## src/rtl/wfq_req_gen.sv

```systemverilog
// wfq_req_gen: request-side transmitter for the WFQ rank engine.
// Takes (class_id, pkt_len) descriptors, looks up the class weight in a
// CPU-writable table, divides pkt_len by the weight with a bit-serial
// restoring divider, and emits a one-cycle req_valid pulse with the result.
// Optional build macro: WFQ_REQ_GEN_FAST_POW2_EN. When defined, power-of-two
// weights bypass the divider and use a shift/mask in the LOAD cycle.
// Reset rstn is synchronous and active-low.

module wfq_req_gen #(
  parameter int CLASS_WIDTH  = 5,
  parameter int WEIGHT_WIDTH = 16,
  parameter int PKT_WIDTH    = 16
) (
  input  logic                    clk,
  input  logic                    rstn,
  input  logic                    in_valid,
  output logic                    in_ready,
  input  logic [CLASS_WIDTH-1:0]  in_class_id,
  input  logic [PKT_WIDTH-1:0]    in_pkt_len,
  input  logic                    cfg_wr_en,
  input  logic [CLASS_WIDTH-1:0]  cfg_class_id,
  input  logic [WEIGHT_WIDTH-1:0] cfg_weight,
  output logic                    req_valid,
  output logic [CLASS_WIDTH-1:0]  req_class_id,
  output logic [WEIGHT_WIDTH-1:0] req_div_quotient,
  output logic [WEIGHT_WIDTH-1:0] req_div_remain,
  output logic                    busy
);

  localparam int DEPTH = 1 << CLASS_WIDTH;
  localparam int CNT_W = (PKT_WIDTH > 1) ? $clog2(PKT_WIDTH) : 1;

  localparam logic [1:0] ST_IDLE = 2'd0;
  localparam logic [1:0] ST_LOAD = 2'd1;
  localparam logic [1:0] ST_DIV  = 2'd2;
  localparam logic [1:0] ST_OUT  = 2'd3;

  logic [1:0]              state;
  logic [WEIGHT_WIDTH-1:0] weight_tbl [DEPTH];
  logic [WEIGHT_WIDTH-1:0] weight_rd;

  // Descriptor captured at accept time.
  logic [CLASS_WIDTH-1:0]  cls_q;
  logic [PKT_WIDTH-1:0]    pkt_q;

  // Divider datapath registers.
  logic [WEIGHT_WIDTH-1:0] divisor;
  logic [WEIGHT_WIDTH-1:0] rem;
  logic [PKT_WIDTH-1:0]    dividend;
  logic [PKT_WIDTH-1:0]    quot;
  logic [CNT_W-1:0]        cnt;

  // Next values for one restoring-division step.
  logic [WEIGHT_WIDTH:0]   rem_shift;
  logic                    div_ge;
  logic [WEIGHT_WIDTH-1:0] rem_step;
  logic [PKT_WIDTH-1:0]    quot_step;

  assign in_ready  = (state == ST_IDLE);
  assign busy      = (state != ST_IDLE);
  assign weight_rd = weight_tbl[cls_q];

  // Weight table: CPU writes land on the next edge, so a LOAD in the same
  // cycle as a write to its class still reads the previous weight.
  always_ff @(posedge clk) begin
    if (!rstn) begin
      // NOTE: every entry is reset explicitly because all classes must start
      // at weight 1; a table with a reset value has to be built from flops.
      for (int i = 0; i < DEPTH; i++) begin
        weight_tbl[i] <= WEIGHT_WIDTH'(1);
      end
    end else if (cfg_wr_en) begin
      weight_tbl[cfg_class_id] <= cfg_weight;
    end
  end

  // One restoring-division step: shift in the next dividend bit, subtract
  // the divisor when it fits and record the quotient bit.
  always_comb begin
    // NOTE: blocking assignments here because later lines read the values
    // computed above them within the same evaluation; every output gets a
    // value on every path, so no latch is inferred.
    rem_shift = {rem, dividend[PKT_WIDTH-1]};
    div_ge    = (rem_shift >= {1'b0, divisor});
    rem_step  = div_ge ? WEIGHT_WIDTH'(rem_shift - {1'b0, divisor})
                       : WEIGHT_WIDTH'(rem_shift);
    quot_step = (quot << 1) | PKT_WIDTH'(div_ge);
  end

`ifdef WFQ_REQ_GEN_FAST_POW2_EN
  logic                    is_pow2;
  logic [WEIGHT_WIDTH-1:0] pow2_quot;
  logic [WEIGHT_WIDTH-1:0] pow2_rem;

  // Power-of-two weight detection: quotient is a right shift by the bit
  // position, remainder is the bits below it.
  always_comb begin
    is_pow2   = 1'b0;
    pow2_quot = '0;
    pow2_rem  = WEIGHT_WIDTH'(pkt_q) & (weight_rd - WEIGHT_WIDTH'(1));
    for (int k = 0; k < WEIGHT_WIDTH; k++) begin
      if (weight_rd == (WEIGHT_WIDTH'(1) << k)) begin
        is_pow2   = 1'b1;
        pow2_quot = WEIGHT_WIDTH'(pkt_q) >> k;
      end
    end
  end
`endif

  // Control FSM and datapath: accept, load divisor, iterate, publish result.
  always_ff @(posedge clk) begin
    if (!rstn) begin
      state            <= ST_IDLE;
      cls_q            <= '0;
      pkt_q            <= '0;
      divisor          <= '0;
      rem              <= '0;
      dividend         <= '0;
      quot             <= '0;
      cnt              <= '0;
      req_valid        <= 1'b0;
      req_class_id     <= '0;
      req_div_quotient <= '0;
      req_div_remain   <= '0;
    end else begin
      // req_valid is a pulse; it is only raised on the edge entering OUT.
      req_valid <= 1'b0;
      case (state)
        ST_IDLE: begin
          if (in_valid) begin
            cls_q <= in_class_id;
            pkt_q <= in_pkt_len;
            state <= ST_LOAD;
          end
        end

        ST_LOAD: begin
          divisor  <= weight_rd;
          rem      <= '0;
          dividend <= pkt_q;
          quot     <= '0;
          cnt      <= CNT_W'(PKT_WIDTH - 1);
          if (weight_rd == '0) begin
            // Zero weight saturates the quotient instead of dividing.
            req_valid        <= 1'b1;
            req_class_id     <= cls_q;
            req_div_quotient <= '1;
            req_div_remain   <= '0;
            state            <= ST_OUT;
          end
`ifdef WFQ_REQ_GEN_FAST_POW2_EN
          else if (is_pow2) begin
            req_valid        <= 1'b1;
            req_class_id     <= cls_q;
            req_div_quotient <= pow2_quot;
            req_div_remain   <= pow2_rem;
            state            <= ST_OUT;
          end
`endif
          else begin
            state <= ST_DIV;
          end
        end

        ST_DIV: begin
          rem      <= rem_step;
          quot     <= quot_step;
          dividend <= dividend << 1;
          cnt      <= cnt - CNT_W'(1);
          if (cnt == '0) begin
            req_valid        <= 1'b1;
            req_class_id     <= cls_q;
            req_div_quotient <= WEIGHT_WIDTH'(quot_step);
            req_div_remain   <= rem_step;
            state            <= ST_OUT;
          end
        end

        ST_OUT: begin
          state <= ST_IDLE;
        end

        default: begin
          state <= ST_IDLE;
        end
      endcase
    end
  end

endmodule

```

## config.mk

```make
export PLATFORM = sky130hd
export DESIGN_NAME = wfq_req_gen
export DESIGN_NICKNAME = d
export VERILOG_FILES = /design/src/rtl/wfq_req_gen.sv
export SDC_FILE = /design/constraint.sdc
export NUM_CORES = 1
export LEC_CHECK = 0
export ABC_AREA = 1
export BUFFER_PORTS_ARGS = -buffer_cell sky130_fd_sc_hd__buf_4
export CAP_MARGIN = 25
export CORE_ASPECT_RATIO = 1.1
export CORE_UTILIZATION = 60
export DETAILED_ROUTE_END_ITERATION = 12
export PLACE_DENSITY = 0.77
export SLEW_MARGIN = 40
export SYNTH_ARGS = -nofsm -noshare
export SYNTH_HDL_FRONTEND = slang
export SYNTH_SLANG_ARGS = --single-unit
export TNS_END_PERCENT = 20
```

## constraint.sdc

```tcl
create_clock -name clk -period 3.29 [get_ports clk]
set_input_delay 0.8225 -clock clk [delete_from_list [all_inputs] [get_ports clk]]
set_output_delay 0.8225 -clock clk [all_outputs]
set_load 0.05 [all_outputs]
```

## After elaboration in Yosys (flattened, before gate mapping)

Memory sizes are Yosys's and may differ from the RTL's. A register that Yosys moved wholly into a read port is not among the register bits.
Index checks and enable logic that the tools add are counted.

| cells by class | value |
|---|---|
| add/sub/neg operators | 2 |
| $lt $le $gt $ge | 1 |
| equal/unequal tests | 6 |
| muxes and demuxes | 30 |
| bitwise gates (word level) | 1 |
| reduce and logical (&&, ||, !) cells | 9 |

Operator list:

| operator | count |
|---|---|
| case mux 16 bit (2 select lines) | 4 |
| 2-to-1 mux 16 bit | 6 |
| case mux 15 bit (2 select lines) | 1 |
| 2-to-1 mux 5 bit | 5 |
| greater-or-equal comparator 17 x 16 -> 1 bit | 1 |
| logical NOT 16 bit | 1 |
| OR 16 x 1 -> 16 bit | 1 |
| OR reduction 16 bit | 1 |
| subtractor 16 bit | 1 |
| case mux 5 bit (2 select lines) | 1 |
| 2-to-1 mux 1 bit | 8 |
| case mux 2 bit (4 select lines) | 1 |
| case mux 4 bit (2 select lines) | 1 |
| != test 2 bit, second input constant | 3 |
| equality test 2 bit, second input constant | 2 |
| logical NOT 4 bit | 1 |
| 2-to-1 mux 2 bit | 2 |
| AND reduction 2 bit | 2 |
| nonzero test 2 bit | 2 |
| subtractor 4 x 1 -> 4 bit, second input constant | 1 |
| AND reduction 3 bit | 1 |
| equality test 2 x 1 -> 1 bit, second input constant | 1 |
| logical NOT 2 bit | 1 |
| case mux 1 bit (2 select lines) | 1 |

| word-level totals | value |
|---|---|
| register bits | 128 |
| memory bits (writable) | 512 |
| bits of input ports | 46 |
| output and inout port bits | 40 |
| logic and storage cells | 62 |
| memories | 1 |

Memories:

| memory | depth | bits a word | rd ports | clocked after memory_dff | write ports | line | text |
|---|---|---|---|---|---|---|---|
| weight_tbl | 32 | 16 | 1 | 1 | 32 | 39 | `logic [WEIGHT_WIDTH-1:0] weight_tbl [DEPTH];` |

## Depth between registers and ports, before layout

Gate-level depths: netlist of run 1.

| logic depth | value |
|---|---|
| word-level depth | 5 |
| mapped depth | 22 |
| mapped depth without buffers | 18 |

## Worst setup path before layout of run 1

No wires, ideal clock.

| path | value |
|---|---|
| kind | input -> register |
| start point | in rstn |
| end point | mem weight_tbl[12][0] (enable) |
| setup time | 0.372 ns |
| arrival time | 2.255 ns |
| data required time | 2.918 ns |
| setup slack | 0.664 ns |
| stages on the path | 8 |
| path buffers | 2 |
| path through | clkbuf_1 -> nand2_1 -> nor3_1 -> inv_1 -> nor2_1 -> inv_1 -> clkbuf_1 -> nand2_1 |

RTL lines:

| element | line | text |
|---|---|---|
| from (decl) | 15 | `input logic rstn,` |
| to (decl) | 39 |  |

## Worst setup path after layout of run 1

| path | value |
|---|---|
| start point | reg divisor[2] |
| end point | reg req_div_remain[15] |

| between the ends | value |
|---|---|
| longest elaborated chain between the ends | 4 |
| elaborated cells on any way between the ends | 5 |
| those cells by class | 1 x add/sub; 1 x order compare; 3 x mux |

RTL lines:

| element | line | text |
|---|---|---|
| from (decl) | 47 | `logic [WEIGHT_WIDTH-1:0] divisor;` |
| from (signal assigned) | 138 | `divisor <= weight_rd;` |
| subtractor 16 bit / greater-or-equal comparator 17 x 16 -> 1 bit (equally long branches) | 85, 84 |  |
| 2-to-1 mux 16 bit (*) | 85 | `rem_step = div_ge ? WEIGHT_WIDTH'(rem_shift - {1'b0, divisor})` |
| 2-to-1 mux 16 bit (*) | 170 | `if (cnt == '0) begin` |
| case mux 16 bit (2 select lines) (*) | 128 | `case (state)` |
| to (signal assigned) | 174 | `req_div_remain <= rem_step;` |
| to (decl) | 26 | `output logic [WEIGHT_WIDTH-1:0] req_div_remain,` |

Every way passes the cells marked *; elsewhere a longest branch is shown, timed or not. The select of a mux whose other input is x is not followed.
A chain may end at the register's enable or synchronous reset.

==> out/qor.csv, run 1 <==
stage;metric;value;unit
layout;fin_area;32800;um2
route;via_count;23200;
power;p_comb_frac;0.307;
critical_path;endpoint_kind;flip-flop;
power;p_switching;8790;uW
cts;clkTransAtPathRegs;0.06;ns
route;drc_errors;0;
place;dpl.hpwl;48.0;mm
logic_synthesis;yosysSeqAreaShare;0.617;
sta;finalHoldViolations;0;
power;switching_share;0.355;
layout;final_common_cell;nand2_1;
place;gp_congestion;0.932;
logic_synthesis;postSynth.asyncResetShare;0;
floorplan;core_area;47900;um2
sta;finalClockSkew;0.0319;ns
route;drt-total-wl;77.4;mm
floorplan;die-area;49600;um2
outcome;status;complete, no violations;
power;peakVddDrop;0.575;mV
place;place_inst;3872;
grt;grt_max_degree;135;
cts;htree_levels;3;
layout;drive_gt1_frac;0.0892;
route;first_pass_iters;6;
logic_synthesis;syn_area_per_cell;8.94;um2
sta;whs;0.463;ns
route;drt_first_iter_violations;2987;
grt;grt_pass1_vias;21800;
cts;cts_tree;yes;
layout;layout.cells.non_filler;3987;
critical_path;worstPathRequired;3.82;ns
logic_synthesis;netlist_area;29200;um2
floorplan;rows;84;
power;intPower;16000;uW
layout;final_cell_mix;nand2_1 (913), nor2_1 (662), edfxtp_1 (512), nand3_1 (421), buf_4 (178);
grt;grt_pass1_wl;119;mm
logic_synthesis;synth_nets;3337;
sta;finalSetupViolCount;0;
floorplan;start_util;0.610;
sta;final-max-slew-violation-count;0;
logic_synthesis;yosysWarnings;0;
power;total_power;24800;uW
power;p_clk_frac;0.293;
route;wl_per_cell;19.4;um
critical_path;worstSetupPathType;reg -> reg;
power;power_frac_seq;0.400;
logic_synthesis;ys_seq_elements;645;
grt;grt-ovfl-total;0;
place;dpl_cell_area;30700;um2
place;numPortBuffers;85;
logic_synthesis;yosysUniqueCellTypes;35;
grt;antenna_found_initial;1;
cts;cts-root-buf;clkbuf_16;
critical_path;path_max_fanout;12;
power;power.density;756;nW/um2
logic_synthesis;synth-edff-count;512;
floorplan;die_h;234;um
floorplan;ios;86;
sta;fmax;322;MHz
logic_synthesis;ys.flop_type;edfxtp_1;
route;vias_per_cell;5.83;
sta;layout_min_cycle_time;3.11;ns
cts;cts_sinks;645;
cts;post_cts_buffers;0;
floorplan;die_w;212;um
layout;utilization;0.683;
critical_path;arrival;3.64;ns
run;maxCapViolations;0;
power;p_leak;0.0134;uW
cts;cts_buffers;66;
sta;rsz0062_at_grt;true;
layout;area_growth;12.0;%
logic_synthesis;postSynthCellCount;3270;
layout;fin_nets;3362;
cts;clk_path_buf_depth;3;
route;antenna_left;0;
hold_path;hold_class;reg -> reg;
critical_path;startpoint_type;flip-flop;
grt;grt_usage;0.316;
cts;clk_latency;0.61;ns
sta;min_period_over_period;0.945;
sta;tightest_slew;0.745;ns
sta;relSlewSlack;0.502;
[Yosys cell counts, types with 3 or more instances]
cell | count | area share
a21oi_1 | 43 | 0.0074
a31oi_1 | 16 | 0.0034
buf_1 | 10 | 0.0013
buf_2 | 82 | 0.014
buf_4 | 3 | 0.00077
buf_6 | 4 | 0.0015
clkbuf_1 | 137 | 0.018
dfxtp_1 | 133 | 0.091
edfxtp_1 | 512 | 0.53
ha_1 | 20 | 0.0086
inv_1 | 153 | 0.020
nand2_1 | 914 | 0.12
nand3_1 | 421 | 0.072
nand3b_1 | 4 | 0.0010
nor2_1 | 663 | 0.085
nor3_1 | 13 | 0.0022
o21ai_0 | 71 | 0.012
o221ai_1 | 11 | 0.0033
o22ai_1 | 15 | 0.0032
o32ai_1 | 11 | 0.0033
xnor2_1 | 7 | 0.0021
xor2_1 | 7 | 0.0021
[flip-flops by register name (all words and copies together) (netlist names), named ones only]
signal            cells
cls_q                 5
cnt                   4
dividend             16
divisor              16
pkt_q                16
quot                 15
rem                  16
req_class_id          5
req_div_quotient     16
req_div_remain       16
req_valid             1
state                 2
weight_tbl          512
[through the flow]
stage	worst slack, ns	setup TNS [ns]
2_1_floorplan	0.664	0
3_3_place_gp	0.0407	0
3_5_place_dp	0.0154	0
4_1_cts	0.123	0
5_1_grt	-0.124	-1.28
6_report	0.182	0
[final timing paths]
check | depth (start not counted) | slack [ns] | start | to
worst min register to register | 2 | 0.46 | pkt_q[0] | pkt_q[0]
worst max-delay path | 15 | 0.18 | divisor[2] | req_div_remain[15]
worst min-delay path | 2 | 0.46 | pkt_q[0] | pkt_q[0]
worst max register to register | 15 | 0.18 | divisor[2] | req_div_remain[15]
[layer usage]
metal,vias to the layer above,global-route usage,wire length [um]
met5,-,0,0
met4,0,0.165,3680
li1,10800,-,-
met1,10900,0.413,29300
met3,197,0.0450,7390
met2,1279,0.515,37000
[cell families after synthesis]
family                   synth area share
AND/OR/NAND/NOR                     0.279
flip-flops                          0.617
buffers and inverters              0.0554
AO/OA/AOI/OAI                      0.0352
adder cells (fa/ha/maj)           0.00924
XOR/XNOR                          0.00419
[power by group through the flow]
stage	Sequential [uW]	Clock (uW)	Combinational, uW
final	9910	7260	7600
after global routing	9980	7620	8330
after detailed placement	10100	0	7460
after floorplan	10300	0	4940
after CTS	9910	7300	7520
after global placement	10000	0	7330
[area by class of cell]
cell class / instances / area (um2)
Clock inverter: 19 / 184
Antenna cell: 1 / 2.50
Inverter: 157 / 597
Multi-Input combinational cell: 2232 / 9600
Timing Repair Buffer: 193 / 1640
Clock buffer: 95 / 1880
Tap cell: 645 / 807
Fill cell: 3752 / 15200
Sequential cell: 645 / 18000
[timing repair]
item	in CTS	in global routing
hold buffers	0	0
setup endpoints to repair	1	24
resized for setup	1	3
[critical path, stage by stage, from the launching register on]
cell and delay, ns:
dfxtp_1 0.47, inv_1 0.08, ha_1 0.36, a21oi_1 0.21, nand2_1 0.12, a21oi_1 0.21
o21ai_0 0.19, nand3_1 0.11, nand2_1 0.06, nand2_1 0.07, nand2_1 0.13, nor2_2 0.25
inv_1 0.26, o21ai_0 0.31, nor2_1 0.09, nor2_1 0.11
(Power assumes the default switching activity.)
==> inputs of run 2 (changes only) <==
--- a/config.mk
+++ b/config.mk
@@ -9,6 +9,7 @@
 export BUFFER_PORTS_ARGS = -buffer_cell sky130_fd_sc_hd__buf_4
 export CAP_MARGIN = 25
 export CORE_ASPECT_RATIO = 1.1
+export CORE_MARGIN = 10
 export CORE_UTILIZATION = 60
 export DETAILED_ROUTE_END_ITERATION = 12
 export PLACE_DENSITY = 0.77
==> out/qor.csv, run 2 (synthesis gave the netlist of run 1 again) <==
stage;metric;value;unit
sta;layout_min_cycle_time;3.07;ns
power;intPower;16200;uW
critical_path;worstSetupPathType;reg -> reg;
power;power.density;762;nW/um2
power;p_leak;0.0134;uW
layout;largest_reg_flops;512;
cts;post_cts_buffers;0;
layout;area_growth;12.4;%
grt;grt_usage;0.267;
grt;grt_max_degree;135;
floorplan;rows;84;
floorplan;ios;86;
critical_path;arrival;3.56;ns
route;wl_per_cell;19.6;um
layout;fin_nets;3370;
floorplan;die_h;252;um
route;drt_first_iter_violations;2866;
layout;top_register;weight_tbl;
sta;whs;0.468;ns
critical_path;path_max_fanout;128;
cts;cts_buffers;66;
layout;final_cell_mix;nand2_1 (913), nor2_1 (662), edfxtp_1 (512), nand3_1 (421), buf_4 (190);
cts;cts_hold_buffers;0;
run;maxCapViolations;0;
cts;clk_latency;0.61;ns
power;switching_share;0.352;
route;first_pass_iters;7;
layout;final_common_cell;nand2_1;
route;drt-total-wl;78.5;mm
sta;fmax;326;MHz
sta;final-max-slew-violation-count;0;
route;via_count;23300;
route;antenna_left;0;
power;peakVddDrop;0.493;mV
floorplan;core_area;48000;um2
sta;finalClockSkew;0.0211;ns
floorplan;die_w;230;um
grt;antenna_found_initial;0;
place;dpl.hpwl;49.0;mm
critical_path;worstPathRequired;3.77;ns
outcome;status;complete, no violations;
sta;finalSetupViolCount;0;
sta;rsz0062_at_grt;false;
grt;grt_pass1_vias;22300;
power;p_switching;8820;uW
floorplan;die-area;58000;um2
floorplan;start_util;0.609;
power;p_clk_frac;0.304;
cts;clkTransAtPathRegs;0.06;ns
power;p_comb_frac;0.301;
cts;cts_sinks;645;
sta;relSlewSlack;0.448;
grt;grt-ovfl-total;0;
place;numPortBuffers;85;
layout;drive_gt1_frac;0.0922;
layout;diodes;0;
route;vias_per_cell;5.83;
critical_path;endpoint_kind;flip-flop;
grt;grt_pass1_wl;123;mm
critical_path;startpoint_type;flip-flop;
cts;htree_levels;3;
cts;cts_resized;0;
layout;n_fill_cell;3702;
cts;cts-root-buf;clkbuf_16;
place;gp_congestion;0.931;
route;drc_errors;0;
hold_path;hold_class;in -> reg;
cts;cts_tree;yes;
sta;tightest_slew;0.828;ns
sta;finalHoldViolations;0;
sta;min_period_over_period;0.934;
power;power_frac_seq;0.395;
sta;finalSetupTns;0;ns
cts;clk_path_buf_depth;3;
==> run 2: changes by cell type in the layout (fill, tap and decap cells not counted), moves of 2 or more <==
| cell | delta |
|---|---|
| clkinv_1 | +6 |
| o21ai_0 | -2 |
| buf_12 | -6 |
| buf_4 | +12 |
| o21ai_1 | +2 |
| clkinv_2 | -2 |
| clkbuf_1 | -6 |
| bufinv_16 | +4 |
==> run 2: final cells by class <==
type,instances,area (um2),share of cell area
Inverter,157,597,0.0182
Timing Repair Buffer,201,1650,0.0500
Clock buffer,88,1860,0.0566
Sequential cell,645,18000,0.549
Multi-Input combinational cell,2232,9600,0.292
Clock inverter,28,320,0.00974
Tap cell,645,807,0.0245
==> run 2: path summary, 6_finish.rpt <==
path	from	endpoint	slack, ns	cells past startpoint
setup / recovery	flip-flop	req_div_quotient[14]	0.22	17
hold / removal	in_pkt_len[8]	pkt_q[8]	0.47	3
setup reg to reg	flip-flop	req_div_quotient[14]	0.22	17
hold reg to reg	pkt_q[1]	pkt_q[1]	0.48	2
==> run 2: power by group through the flow <==
stage                     logic [uW]  clock network, uW  registers [uW]
after floorplan                 4940                  0           10300
after global placement          7260                  0           10000
after detailed placement        7360                  0           10000
after CTS                       7440               7650            9880
after global routing            8320               7970            9950
final                           7550               7610            9890
==> run 2: per-stage QoR <==
step	setup slack [ns]	utilization	power, uW	instances	cell area, um2
after floorplan	0.664	-	15300	3270	29200
after global placement	0.148	0.639	17300	3880	30700
after detailed placement	0.152	0.639	17400	3880	30700
after CTS	0.0993	0.684	25000	3996	32800
after global routing	0.0127	0.684	26200	3996	32900
final	0.218	0.684	25100	3996	32900
==> run 2: worst max-delay path, stage by stage, from the launching register on <==
cell	delay [ns]
dfxtp_4	0.38
buf_16	0.39
nand3_1	0.24
nand3_1	0.17
nand2_1	0.14
nand2_1	0.08
nand2_1	0.05
nand2_1	0.08
nand2_1	0.06
nor2_1	0.15
nand2_1	0.07
nor2_1	0.16
nand2_1	0.11
nand2_2	0.13
buf_6	0.29
nand3_1	0.13
nand2_1	0.10
nor2_1	0.04
==> run 2: layer usage <==
metal | vias up | global-route usage | part of all wire
li1 | 10800 | - | -
met1 | 11000 | 0.338 | 0.37
met2 | 1282 | 0.452 | 0.49
met3 | 203 | 0.0413 | 0.097
met4 | 0 | 0.112 | 0.038
met5 | - | 0 | 0
